<file path="src/rtl/alarm_pkg.sv">
// Shared alarm definitions: FSM state encoding, default durations and BCD digit fields.
package alarm_pkg;

    typedef enum logic [1:0] {
        IDLE    = 2'b00,
        RINGING = 2'b01,
        SNOOZE  = 2'b10
    } alarm_state_t;

    localparam int unsigned RING_SECS_DEF   = 60;
    localparam int unsigned SNOOZE_SECS_DEF = 300;
    localparam int unsigned TMR_W_DEF       = 9;

    // BCD HH:MM digit fields, shared with the alarm counter and the display mux
    localparam int unsigned HT_MSB = 15;
    localparam int unsigned HT_LSB = 12;
    localparam int unsigned HU_MSB = 11;
    localparam int unsigned HU_LSB = 8;
    localparam int unsigned MT_MSB = 7;
    localparam int unsigned MT_LSB = 4;
    localparam int unsigned MU_MSB = 3;
    localparam int unsigned MU_LSB = 0;
    localparam int unsigned DIGITS_W = 16;

endpackage

</file>
<file path="src/rtl/alarm_sec_timer.sv">
// Seconds up-counter shared by ring and snooze: clear, per-tick increment, terminal-count flag.
module alarm_sec_timer #(
    parameter int unsigned TMR_W = 9
) (
    input  logic             clk,
    input  logic             rst,
    input  logic             clr,
    input  logic             inc,
    input  logic [TMR_W-1:0] limit,
    output logic             tc_c
);

    logic [TMR_W-1:0] count_q;

    // Count seconds; clear has priority over increment
    always_ff @(posedge clk or posedge rst) begin
        if (rst) begin
            count_q <= '0;
        end else if (clr) begin
            count_q <= '0;
        end else if (inc) begin
            count_q <= count_q + TMR_W'(1);
        end
    end

    // Terminal count against the runtime limit of the active phase
    assign tc_c = (count_q == limit);

endmodule

</file>
<file path="src/rtl/alarm_ring_controller.sv">
// Alarm ring controller: HH:MM match detection, ring/snooze/timeout sequencing,
// buzzer and 1 Hz alarm LED. Optional snooze is enabled by defining ALARM_SNOOZE_EN.
module alarm_ring_controller
    import alarm_pkg::*;
#(
    parameter int unsigned RING_SECS   = RING_SECS_DEF,
    parameter int unsigned SNOOZE_SECS = SNOOZE_SECS_DEF,
    parameter int unsigned TMR_W       = TMR_W_DEF
) (
    input  logic        clk,
    input  logic        rst,
    input  logic        tick_1hz,
    input  logic        alarm_en,
    input  logic [15:0] clock_digits,
    input  logic [15:0] alarm_digits,
    input  logic        stop_btn,
    input  logic        snooze_btn,
    output logic        buzzer,
    output logic        alarm_led,
    output logic        ringing,
    output logic        snoozing
);

    alarm_state_t     state_q, state_d;
    logic             match_c, match_q, trigger_c;
    logic             tmr_clr_c, tmr_inc_c, tmr_tc_c;
    logic             led_d;
    logic [TMR_W-1:0] tmr_limit_c;
    logic             snooze_req_c;

    assign match_c   = (clock_digits == alarm_digits);
    assign trigger_c = match_c & ~match_q & alarm_en;

`ifdef ALARM_SNOOZE_EN
    assign snooze_req_c = snooze_btn;
`else
    logic unused_snooze_btn;
    assign unused_snooze_btn = snooze_btn;
    assign snooze_req_c      = 1'b0;
`endif

    assign tmr_limit_c = (state_q == SNOOZE) ? TMR_W'(SNOOZE_SECS - 1)
                                             : TMR_W'(RING_SECS - 1);

    alarm_sec_timer #(
        .TMR_W (TMR_W)
    ) u_timer (
        .clk   (clk),
        .rst   (rst),
        .clr   (tmr_clr_c),
        .inc   (tmr_inc_c),
        .limit (tmr_limit_c),
        .tc_c  (tmr_tc_c)
    );

    // Match edge detector; resets high so a match present at reset release is not new
    always_ff @(posedge clk or posedge rst) begin
        if (rst) begin
            match_q <= 1'b1;
        end else begin
            match_q <= match_c;
        end
    end

    // State and output registers, loaded from the next state
    always_ff @(posedge clk or posedge rst) begin
        if (rst) begin
            state_q   <= IDLE;
            buzzer    <= 1'b0;
            ringing   <= 1'b0;
            alarm_led <= 1'b0;
        end else begin
            state_q   <= state_d;
            buzzer    <= (state_d == RINGING);
            ringing   <= (state_d == RINGING);
            alarm_led <= led_d;
        end
    end

`ifdef ALARM_SNOOZE_EN
    // Snooze indicator register
    always_ff @(posedge clk or posedge rst) begin
        if (rst) begin
            snoozing <= 1'b0;
        end else begin
            snoozing <= (state_d == SNOOZE);
        end
    end
`else
    assign snoozing = 1'b0;
`endif

    // Next-state, timer control and LED next value
    always_comb begin
        state_d   = state_q;
        tmr_clr_c = 1'b0;
        tmr_inc_c = 1'b0;
        led_d     = 1'b0;

        if (!alarm_en) begin
            state_d   = IDLE;
            tmr_clr_c = 1'b1;
        end else begin
            case (state_q)
                IDLE: begin
                    tmr_clr_c = 1'b1;
                    if (trigger_c) begin
                        state_d = RINGING;
                    end
                end
                RINGING: begin
                    if (stop_btn) begin
                        state_d = IDLE;
                    end else if (snooze_req_c) begin
                        state_d   = SNOOZE;
                        tmr_clr_c = 1'b1;
                    end else if (tick_1hz && tmr_tc_c) begin
                        state_d = IDLE;
                    end else if (tick_1hz) begin
                        tmr_inc_c = 1'b1;
                    end
                end
                SNOOZE: begin
                    if (stop_btn) begin
                        state_d = IDLE;
                    end else if (tick_1hz && tmr_tc_c) begin
                        state_d   = RINGING;
                        tmr_clr_c = 1'b1;
                    end else if (tick_1hz) begin
                        tmr_inc_c = 1'b1;
                    end
                end
                default: begin
                    state_d   = IDLE;
                    tmr_clr_c = 1'b1;
                end
            endcase
        end

        // LED lights on ring entry, then toggles each second while ringing
        if (state_d == RINGING) begin
            if (state_q != RINGING) begin
                led_d = 1'b1;
            end else if (tick_1hz) begin
                led_d = ~alarm_led;
            end else begin
                led_d = alarm_led;
            end
        end
    end

endmodule

</file>
<file path="config.mk">
export PLATFORM = sky130hd
export DESIGN_NAME = alarm_ring_controller
export DESIGN_NICKNAME = d
export VERILOG_FILES = /design/src/rtl/alarm_pkg.sv /design/src/rtl/alarm_sec_timer.sv /design/src/rtl/alarm_ring_controller.sv
export SDC_FILE = /design/constraint.sdc
export NUM_CORES = 1
export LEC_CHECK = 0
export ABC_AREA = 1
export CORE_UTILIZATION = 50
export CTS_CLUSTER_DIAMETER = 50
export DETAILED_ROUTE_END_ITERATION = 10
export GPL_TIMING_DRIVEN = 1
export PLACE_DENSITY = 0.86
export SYNTH_ARGS = -nofsm -noshare
export SYNTH_HDL_FRONTEND = slang
export SYNTH_HIERARCHICAL = 1
export SYNTH_SLANG_ARGS = --single-unit
</file>
<file path="constraint.sdc">
create_clock -name clk -period 5.4 [get_ports clk]
set_input_delay 1.08 -clock clk [delete_from_list [all_inputs] [get_ports clk]]
set_output_delay 1.08 -clock clk [all_outputs]
set_load 0.02 [all_outputs]
</file>
==> flow_metrics.tcl, run 1 <==
set metrics [dict create \
    period_needed_ns 2.84 \
    cts_max_level 1 \
    drt-vias-per-instance 4.60 \
    ant_nets 0 \
    cellPowerDensity_nw_per_um2 127 \
    port_buffers 39 \
    drt_iter0_drc 18 \
    maxSlewViolCount 0 \
    dr.pass1.iters 4 \
    finClkSkew_ns 0.00214 \
    grt_max_degree 11 \
    cts.sinks 14 \
    antenna_found_initial 0 \
    clockBufferDepth 2 \
    cp_cell_sequence "clkdlybuf4s50_1 > nand2_1 > o311ai_0 > nor2_2 > nor2_4 > nand4_1 > nand2_1 > inv_1 > nor2_2" \
    core_area_um2 2450 \
    ys_warn_count 6 \
    hold_viol_final 0 \
    drc_errors 0 \
    setup_viol 0 \
    vias 1316 \
    avgSynthCellArea_um2 6.14 \
    fmax_mhz 352 \
    cts.clk_slew.worst_paths_ns 0.08 \
    netlist_area_um2 1290 \
    yosysSeqAreaShare_pct 27.1 \
    post_cts_buffers 0 \
    synth_cell_types 29 \
    cts_tree "built" \
    die_area_um2 2800 \
    r2r_setup_slack_ns 2.61 \
    slowest_delay_ns 0.66 \
    cp_slowest_cell "o311ai_0" \
    grtUsageTotal_pct 21.4 \
    fin_nets 300 \
    numCtsBuffers 3 \
    crit_fanout 10 \
    start_kind "input pin" \
    setup.worst_path.start "tick_1hz" \
    hold_buffers 0 \
    hold_start "u_timer/count_q[1]" \
    wl_mm 2.50 \
    regToRegStartpoint "state_q[0]" \
    holdWs_ns 0.578 \
    setup_tns_ns 0 \
    gp_congestion 0.811 \
    required_ns 5.62 \
    p_leak_nw 0.908 \
    fill_cells 227 \
    relSlewSlack_pct 47.2 \
    status "complete, no violations" \
    num_antenna_cells 0 \
    grt_pass1_wl_mm 4.57 \
    dieHeight_um 52.9 \
    hold_class "reg2reg" \
    place_hpwl_mm 2.12 \
    initial_core_util_pct 52.8 \
    ctsRootBufferMaster "clkbuf_4" \
    arrival_ns 3.06 \
    tightest_slew_ns 0.782 \
    critPathKind "in2reg" \
    grt.overflow.total 0 \
    cp-end-kind "flop" \
    area_growth_pct 34.7 \
    ios 42 \
    wire_per_inst_um 8.73 \
    num_rows 18 \
    grt_pass1_vias 1241 \
    maxCapViolations 0 \
    clock_latency_ns 0.28 \
    peakVddDrop_v 0.000108 \
    die_x_um 52.9 \
    drive_gt1_share_pct 6.25 \
    syn_inst 211 \
    period_share_pct 52.7 \
    ys_ff_latch 14 \
    rsz0062_at_grt "false" \
    cts_resized 0 \
]
## critical path, delay by kind of cell
kind | cells | cell delay (ns)
AO/OA/AOI/OAI | 1 | 0.66
buffers and inverters | 2 | 0.56
AND/OR/NAND/NOR | 6 | 0.76
## cell families (layout without fill, tap and decap cells)
family                     Yosys count  count (layout)  share of synthesized area, %
and+or+nand+nor                    122             122                          40.5
buffers and inverters               46              85                          14.3
DFF                                 14              14                          27.1
AOI/OAI and AO/OA                   11              11                          5.22
xor gates and xnor gates            11              11                          7.44
adders and majority gates            5               5                          4.83
other                                2               8                         0.580
## layout by cell type, fill, tap and decap left out
cell / instances
nand4_1: 4
dfstp_2: 1
o21ai_0: 1
clkdlybuf4s50_1: 39
a21boi_0: 1
or2_2: 1
inv_1: 39
xor2_1: 5
nor4_1: 1
a21oi_1: 5
inv_2: 3
a41oi_1: 1
nor2_1: 39
dfrtp_1: 13
o311ai_0: 1
nor2_4: 1
nand3_1: 8
nor3b_1: 1
nor3_1: 1
xnor2_1: 6
clkbuf_1: 1
nor2_2: 3
conb_1: 8
o21ai_1: 1
nand2_1: 59
nand2_2: 1
clkbuf_4: 3
a211oi_1: 1
nand3_2: 3
ha_1: 5
## flip-flops by register name, summed over array words and instances, names as in the netlist
register	cells
state_q	2
ringing	1
u_timer/count_q	9
match_q	1
alarm_led	1
## Yosys cell counts, drive strengths merged
cell    instances  share of area, %
nor3            1              0.39
or2             1              0.48
nand4           4               1.9
xnor2           6               4.1
xor2            5               3.4
nor2           43                14
ha              5               4.8
nand2          60                18
nand3          11               5.4
o311ai          1              0.68
a211oi          1              0.58
inv            42                12
a21oi           5               1.9
buf             4               2.1
nor3b           1              0.58
a21boi          1              0.58
a41oi           1              0.68
dfrtp          13                25
o21ai           2              0.77
nor4            1              0.48
dfstp           1               2.0
conb            2              0.58
## per-layer routing
metal | track usage, % | wire length [um]
met1 | 24.8 | 1150
met2 | 40.5 | 1240
met3 | 2.30 | 89
met4 | 6.58 | 21
met5 | 0 | 0
## stage by stage
step | total power, W | setup slack [ns] | util [%] | cells | area [um2]
finish | 0.000221 | 2.56 | 71.0 | 286 | 1740
global route | 0.000236 | 2.28 | 71.0 | 286 | 1740
CTS | 0.000224 | 2.58 | 71.0 | 286 | 1740
detailed placement | 0.000160 | 2.29 | 70.0 | 282 | 1720
global placement | 0.000159 | 2.31 | 70.0 | 282 | 1720
floorplan | 0.000128 | 2.96 | - | 217 | 1320
## power by group
part | total [W] | internal (W) | switching (W) | leakage [nW]
Sequential | 0.000105 | 0.000105 | 0.000000000421 | 0.192
Clock | 0.0000633 | 0.0000286 | 0.0000347 | 0.0150
Combinational | 0.0000527 | 0.0000318 | 0.0000209 | 0.701
## final timing paths
| path | endpoint | cells after the start |
|---|---|---|
| max in group asynchronous | u_timer/count_q[2] | 2 |
| worst max register to register | u_timer/count_q[5] | 14 |
| min in group asynchronous | state_q[1] | 2 |
| worst max-delay path | u_timer/count_q[5] | 9 |
| worst min-delay path | u_timer/count_q[1] | 2 |
| worst min register to register | u_timer/count_q[1] | 2 |
## cell type report
class                   count  area (um2)  share of cell area [%]
clock buffers               4        26.3                    1.51
inverters                  42         158                    9.04
multi-input cells         157         781                    44.8
flip-flops and latches     14         352                    20.2
well taps                  30        37.5                    2.15
repair buffers             39         390                    22.4
Note: power is estimated with default switching activity, not from simulation.
==> inputs of run 2 (changes only) <==
--- a/config.mk
+++ b/config.mk
@@ -6,11 +6,11 @@
 export NUM_CORES = 1
 export LEC_CHECK = 0
 export ABC_AREA = 1
-export CORE_UTILIZATION = 50
+export CORE_UTILIZATION = 46
 export CTS_CLUSTER_DIAMETER = 50
 export DETAILED_ROUTE_END_ITERATION = 10
 export GPL_TIMING_DRIVEN = 1
-export PLACE_DENSITY = 0.86
+export PLACE_DENSITY = 0.8
 export SYNTH_ARGS = -nofsm -noshare
 export SYNTH_HDL_FRONTEND = slang
 export SYNTH_HIERARCHICAL = 1
==> constraint.sdc (replaced) <==
create_clock -name clk -period 2.8 [get_ports clk]
set_input_delay 0.56 -clock clk [delete_from_list [all_inputs] [get_ports clk]]
set_output_delay 0.56 -clock clk [all_outputs]
set_load 0.02 [all_outputs]
==> run 2 against run 1 <==
Via count increased by 0.91%. Largest cell class unchanged. Cell area is 1.8% higher. Power up 110%.
==> flow_metrics.tcl, run 2 (same netlist as run 1, synthesis figures left out) <==
set metrics [dict create \
    start_kind "flop" \
    cellPowerDensity_nw_per_um2 257 \
    grt_pass1_wl_mm 4.13 \
    p_total_w 0.000457 \
    finClkSkew_ns 0.00521 \
    fmax_mhz 398 \
    wl_mm 2.48 \
    gp_congestion 0.811 \
    reg_top3 "u_timer/count_q: 9 flops, state_q: 2 flops" \
    antenna_found_initial 0 \
    p_leak_nw 0.929 \
    period_share_pct 89.7 \
    slowest_delay_ns 0.44 \
    ios 42 \
    setup_viol 0 \
    setup.worst_path.start "state_q[0]" \
    drt_iter0_drc 24 \
    critPathBufInv 3 \
    status "complete, no violations" \
    timing.rr.end "u_timer/count_q[6]" \
    grt_pass1_vias 1124 \
    maxSlewViolCount 0 \
    fill_cells 234 \
    peakVddDrop_v 0.000158 \
    dr.pass1.iters 4 \
    critPathTopFamily "simple AND/OR/NAND/NOR gates" \
    drive_gt1_share_pct 7.72 \
    hold_viol_final 0 \
    cts_resized 0 \
    layout_commonest_cell "nand2_1" \
    required_ns 3.02 \
    core_area_um2 2570 \
    die_area_um2 3030 \
    critPathKind "reg2reg" \
    die_x_um 55.1 \
    initial_core_util_pct 50.4 \
    grt_max_degree 11 \
    drc_errors 0 \
    r2r_setup_slack_ns 0.29 \
    clock_latency_ns 0.29 \
    period_needed_ns 2.51 \
    num_antenna_cells 0 \
    num_rows 18 \
    cts_tree "built" \
    wire_per_inst_um 8.59 \
    fin_nets 303 \
    drt-vias-per-instance 4.60 \
    top_register "u_timer/count_q" \
    cp_cell_sequence "inv_1 > ha_1 > inv_1 > xnor2_1 > nand4_1 > nor2_1 > nand2_1 > o311ai_0 > buf_4 > nor2_2 > nor2_2 > nand4_1 > a21oi_1" \
    largest_register_ff_count 9 \
    cts.clk_slew.worst_paths_ns 0.10 \
    regToRegStartpoint "state_q[0]" \
    crit_fanout 5 \
    r2r.worst_path.cells 13 \
    holdWs_ns 0.491 \
    place_hpwl_mm 2.04 \
    numCtsBuffers 3 \
    ctsRootBufferMaster "clkbuf_4" \
    cp_slowest_cell "dfrtp_1" \
    cp-end-kind "flop" \
    vias 1328 \
    final_cell_mix "nand2_1, inv_1, nor2_1, clkdlybuf4s50_1, dfrtp_1" \
    maxCapViolations 0 \
    rsz0062_at_grt "false" \
    grtUsageTotal_pct 18.3 \
    arrival_ns 2.74 \
    dieHeight_um 55.1 \
    grt.overflow.total 0 \
    port_buffers 39 \
    ant_nets 0 \
    cts.sinks 14 \
    hold_class "in2async" \
    area_growth_pct 37.1 \
    clockBufferDepth 2 \
    setup_tns_ns 0 \
    cts_max_level 1 \
]
-- run 2: changes by cell type in the layout (fill, tap and decap cells not counted), sizes merged --
cell	change
buf	+2
nor2	+1
-- run 2: final cells by class --
type                       count  area (um2)  area share [%]
inverter                      42         158            8.88
tap                           30        37.5            2.11
timing repair buffer          41         405            22.8
sequential                    14         352            19.8
clock buffer                   4        36.3            2.04
multi-input combinational    158         787            44.3
-- run 2: report_power, final --
| part | switching (W) | internal (W) |
|---|---|---|
| Clock | 0.0000742 | 0.0000792 |
| Sequential | 0.000000000874 | 0.000202 |
| Combinational | 0.0000402 | 0.0000613 |
| Total | 0.000114 | 0.000343 |
-- run 2: routing by layer --
layer	global-route usage [%]	vias up	wire length, um
met2	32.9	38	1160
met5	0	-	0
met3	1.09	2	123
li1	-	723	-
met1	23.3	565	1180
met4	5.00	0	20
-- run 2: worst max path at each step --
stage,end,slack [ns],depth (start not counted)
global route,u_timer/count_q[8],0.03,15
floorplan,u_timer/count_q[7],0.36,13
detailed placement,u_timer/count_q[7],0.29,14
finish,u_timer/count_q[6],0.29,13
CTS,u_timer/count_q[8],0.27,15
global placement,u_timer/count_q[7],0.32,14
-- run 2: per-stage QoR --
stage                     util [%]  setup WS, ns  instance area, um2  std cells
final                         69.2         0.289                1780        289
after global routing          69.2        0.0332                1780        289
after CTS                     68.9         0.266                1770        288
after detailed placement      67.5         0.286                1730        284
after global placement        67.5         0.318                1730        284
after floorplan                  -         0.356                1320        217
-- run 2: repair_timing --
item,4_1_cts,5_1_grt
hold buffers,0,0
endpoints found under the setup margin,0,3
buffers inserted,0,0
==> inputs of run 3 (changes only) <==
==> constraint.sdc (replaced) <==
create_clock -name clk -period 2.55 [get_ports clk]
set_input_delay 0.51 -clock clk [delete_from_list [all_inputs] [get_ports clk]]
set_output_delay 0.51 -clock clk [all_outputs]
set_load 0.02 [all_outputs]
==> run 3 against run 2 <==
Critical endpoint is now u_timer/count_q[8]. Die area did not move. Cell area is 1.7% higher. Critical path depth up 1. Routed wire length decreased by 2.1%. Via count decreased by 2.3%. Highest routed layer unchanged. Sequential share of layout area decreased by 0.33 points. Sequential cell count is the same. Critical path type unchanged. Largest power group unchanged. Power rose by 8.3%.
==> flow_metrics.tcl, run 3 (same netlist as run 1, synthesis figures left out) <==
set metrics [dict create \
    status "complete, no violations" \
    ant_nets 0 \
    area_growth_pct 39.4 \
    start_kind "flop" \
    dieHeight_um 55.1 \
    setup_viol 0 \
    final_cell_mix "nand2_1, clkdlybuf4s50_1, inv_1, nor2_1, dfrtp_1" \
    power_frac_clock_pct 32.6 \
    grtUsageTotal_pct 18.0 \
    drt-vias-per-instance 4.48 \
    num_rows 18 \
    fin_nets 304 \
    drt_iter0_drc 26 \
    die_x_um 55.1 \
    num_antenna_cells 0 \
    critPathKind "reg2reg" \
    maxSlewViolCount 0 \
    layout_commonest_cell "nand2_1" \
    clockBufferDepth 2 \
    wl_mm 2.43 \
    arrival_ns 2.50 \
    p_total_w 0.000495 \
    maxCapViolations 0 \
    die_area_um2 3030 \
    p_leak_nw 0.943 \
    cts_resized 0 \
    combPwrFrac_pct 22.6 \
    reg_top3 "u_timer/count_q: 9 flops, state_q: 2 flops" \
    cp-end-kind "flop" \
    wire_per_inst_um 8.38 \
    internal-power_w 0.000376 \
    ctsRootBufferMaster "clkbuf_4" \
    crit_fanout 5 \
    rsz0062_at_grt "false" \
    grt_max_degree 11 \
    core_area_um2 2570 \
    drc_errors 0 \
    place_hpwl_mm 2.01 \
    fmax_mhz 437 \
    vias 1298 \
    finClkSkew_ns 0.00793 \
    cts.sinks 14 \
    cts.clk_slew.worst_paths_ns 0.08 \
    swShare_pct 24.0 \
    grt.overflow.total 0 \
    peakVddDrop_v 0.000214 \
    port_buffers 39 \
    cellPowerDensity_nw_per_um2 274 \
    numCtsBuffers 3 \
    largest_register_ff_count 9 \
    switchingPower_w 0.000119 \
    grt_pass1_vias 1089 \
    post_cts_buffers 0 \
    period_needed_ns 2.29 \
    hold_class "in2async" \
    gp_congestion 0.785 \
    ios 42 \
    initial_core_util_pct 50.4 \
    hold_buffers 0 \
    top_register "u_timer/count_q" \
    cts_max_level 1 \
    dr.pass1.iters 4 \
    period_share_pct 89.7 \
    antenna_found_initial 0 \
    clock_latency_ns 0.28 \
    required_ns 2.76 \
    setup_tns_ns 0 \
    grt_pass1_wl_mm 4.00 \
    cts_tree "built" \
    drive_gt1_share_pct 10.4 \
    hold_viol_final 0 \
    p_seq_share_pct 44.8 \
]
==> run 3: changes by cell type in the layout (fill, tap and decap cells not counted) <==
cell      previous run  this run
o311ai_0             1         0
ha_2                 0         1
nand2_1             59        58
buf_4                2         3
xnor2_1              6         5
nor2_2               4         5
ha_1                 5         4
xnor2_2              0         1
nor2_1              39        38
inv_1               39        38
o311ai_2             0         1
inv_2                3         4
nand2_2              1         2
==> run 3: final cells by class <==
class                   instances  area, um2
multi-input cells             158        810
repair buffers                 42        413
fillers                       221        762
well taps                      30       37.5
flip-flops and latches         14        352
clock buffers                   4       36.3
inverters                      42        158
==> run 3: critical path, cell delays in order (launching register included) <==
cell	delay, ns
dfrtp_1	0.43
ha_2	0.21
inv_1	0.14
xnor2_2	0.12
nand4_1	0.13
nor2_2	0.15
nand2_2	0.10
o311ai_2	0.25
buf_4	0.17
nor2_2	0.06
nor2_4	0.19
nand3_2	0.09
nand2_1	0.07
nand2_1	0.05
nor2_1	0.08
==> run 3: worst paths after layout <==
check | start | end | slack, ns | depth (start not counted)
worst max-delay path | state_q[1] | u_timer/count_q[8] | 0.26 | 14
worst min-delay path | rst | alarm_led | 0.45 | 2
worst max register to register | state_q[1] | u_timer/count_q[8] | 0.26 | 14
worst min register to register | u_timer/count_q[1] | u_timer/count_q[1] | 0.56 | 2
max in group asynchronous | rst | u_timer/count_q[8] | 1.77 | 2
min in group clk | u_timer/count_q[1] | u_timer/count_q[1] | 0.56 | 2
==> run 3: power groups by stage <==
stage                     sequential [W]  combinational [W]  clock, W
after floorplan                 0.000226          0.0000457         0
after global placement          0.000226           0.000110         0
after detailed placement        0.000226           0.000112         0
after CTS                       0.000222           0.000112  0.000166
after global routing            0.000222           0.000127  0.000175
final                           0.000222           0.000112  0.000161
==> run 3: per-stage QoR <==
step	instances	hold WS [ns]	setup WS [ns]	area (um2)	util [%]
after floorplan	217	0.288	0.106	1320	-
after global placement	285	0.537	0.103	1740	67.8
after detailed placement	285	0.543	0.0964	1740	67.8
after CTS	289	0.454	0.0773	1780	69.2
after global routing	290	0.480	0.0255	1810	70.3
final	290	0.453	0.263	1810	70.3
==> run 3: metal layers <==
layer / track usage (%) / wire length (um) / up-vias
met5: 0 / 0 / -
met4: 6.67 / 19 / 0
met3: 1.64 / 88 / 2
met2: 29.9 / 1070 / 34
met1: 23.9 / 1250 / 533
li1: - / - / 729
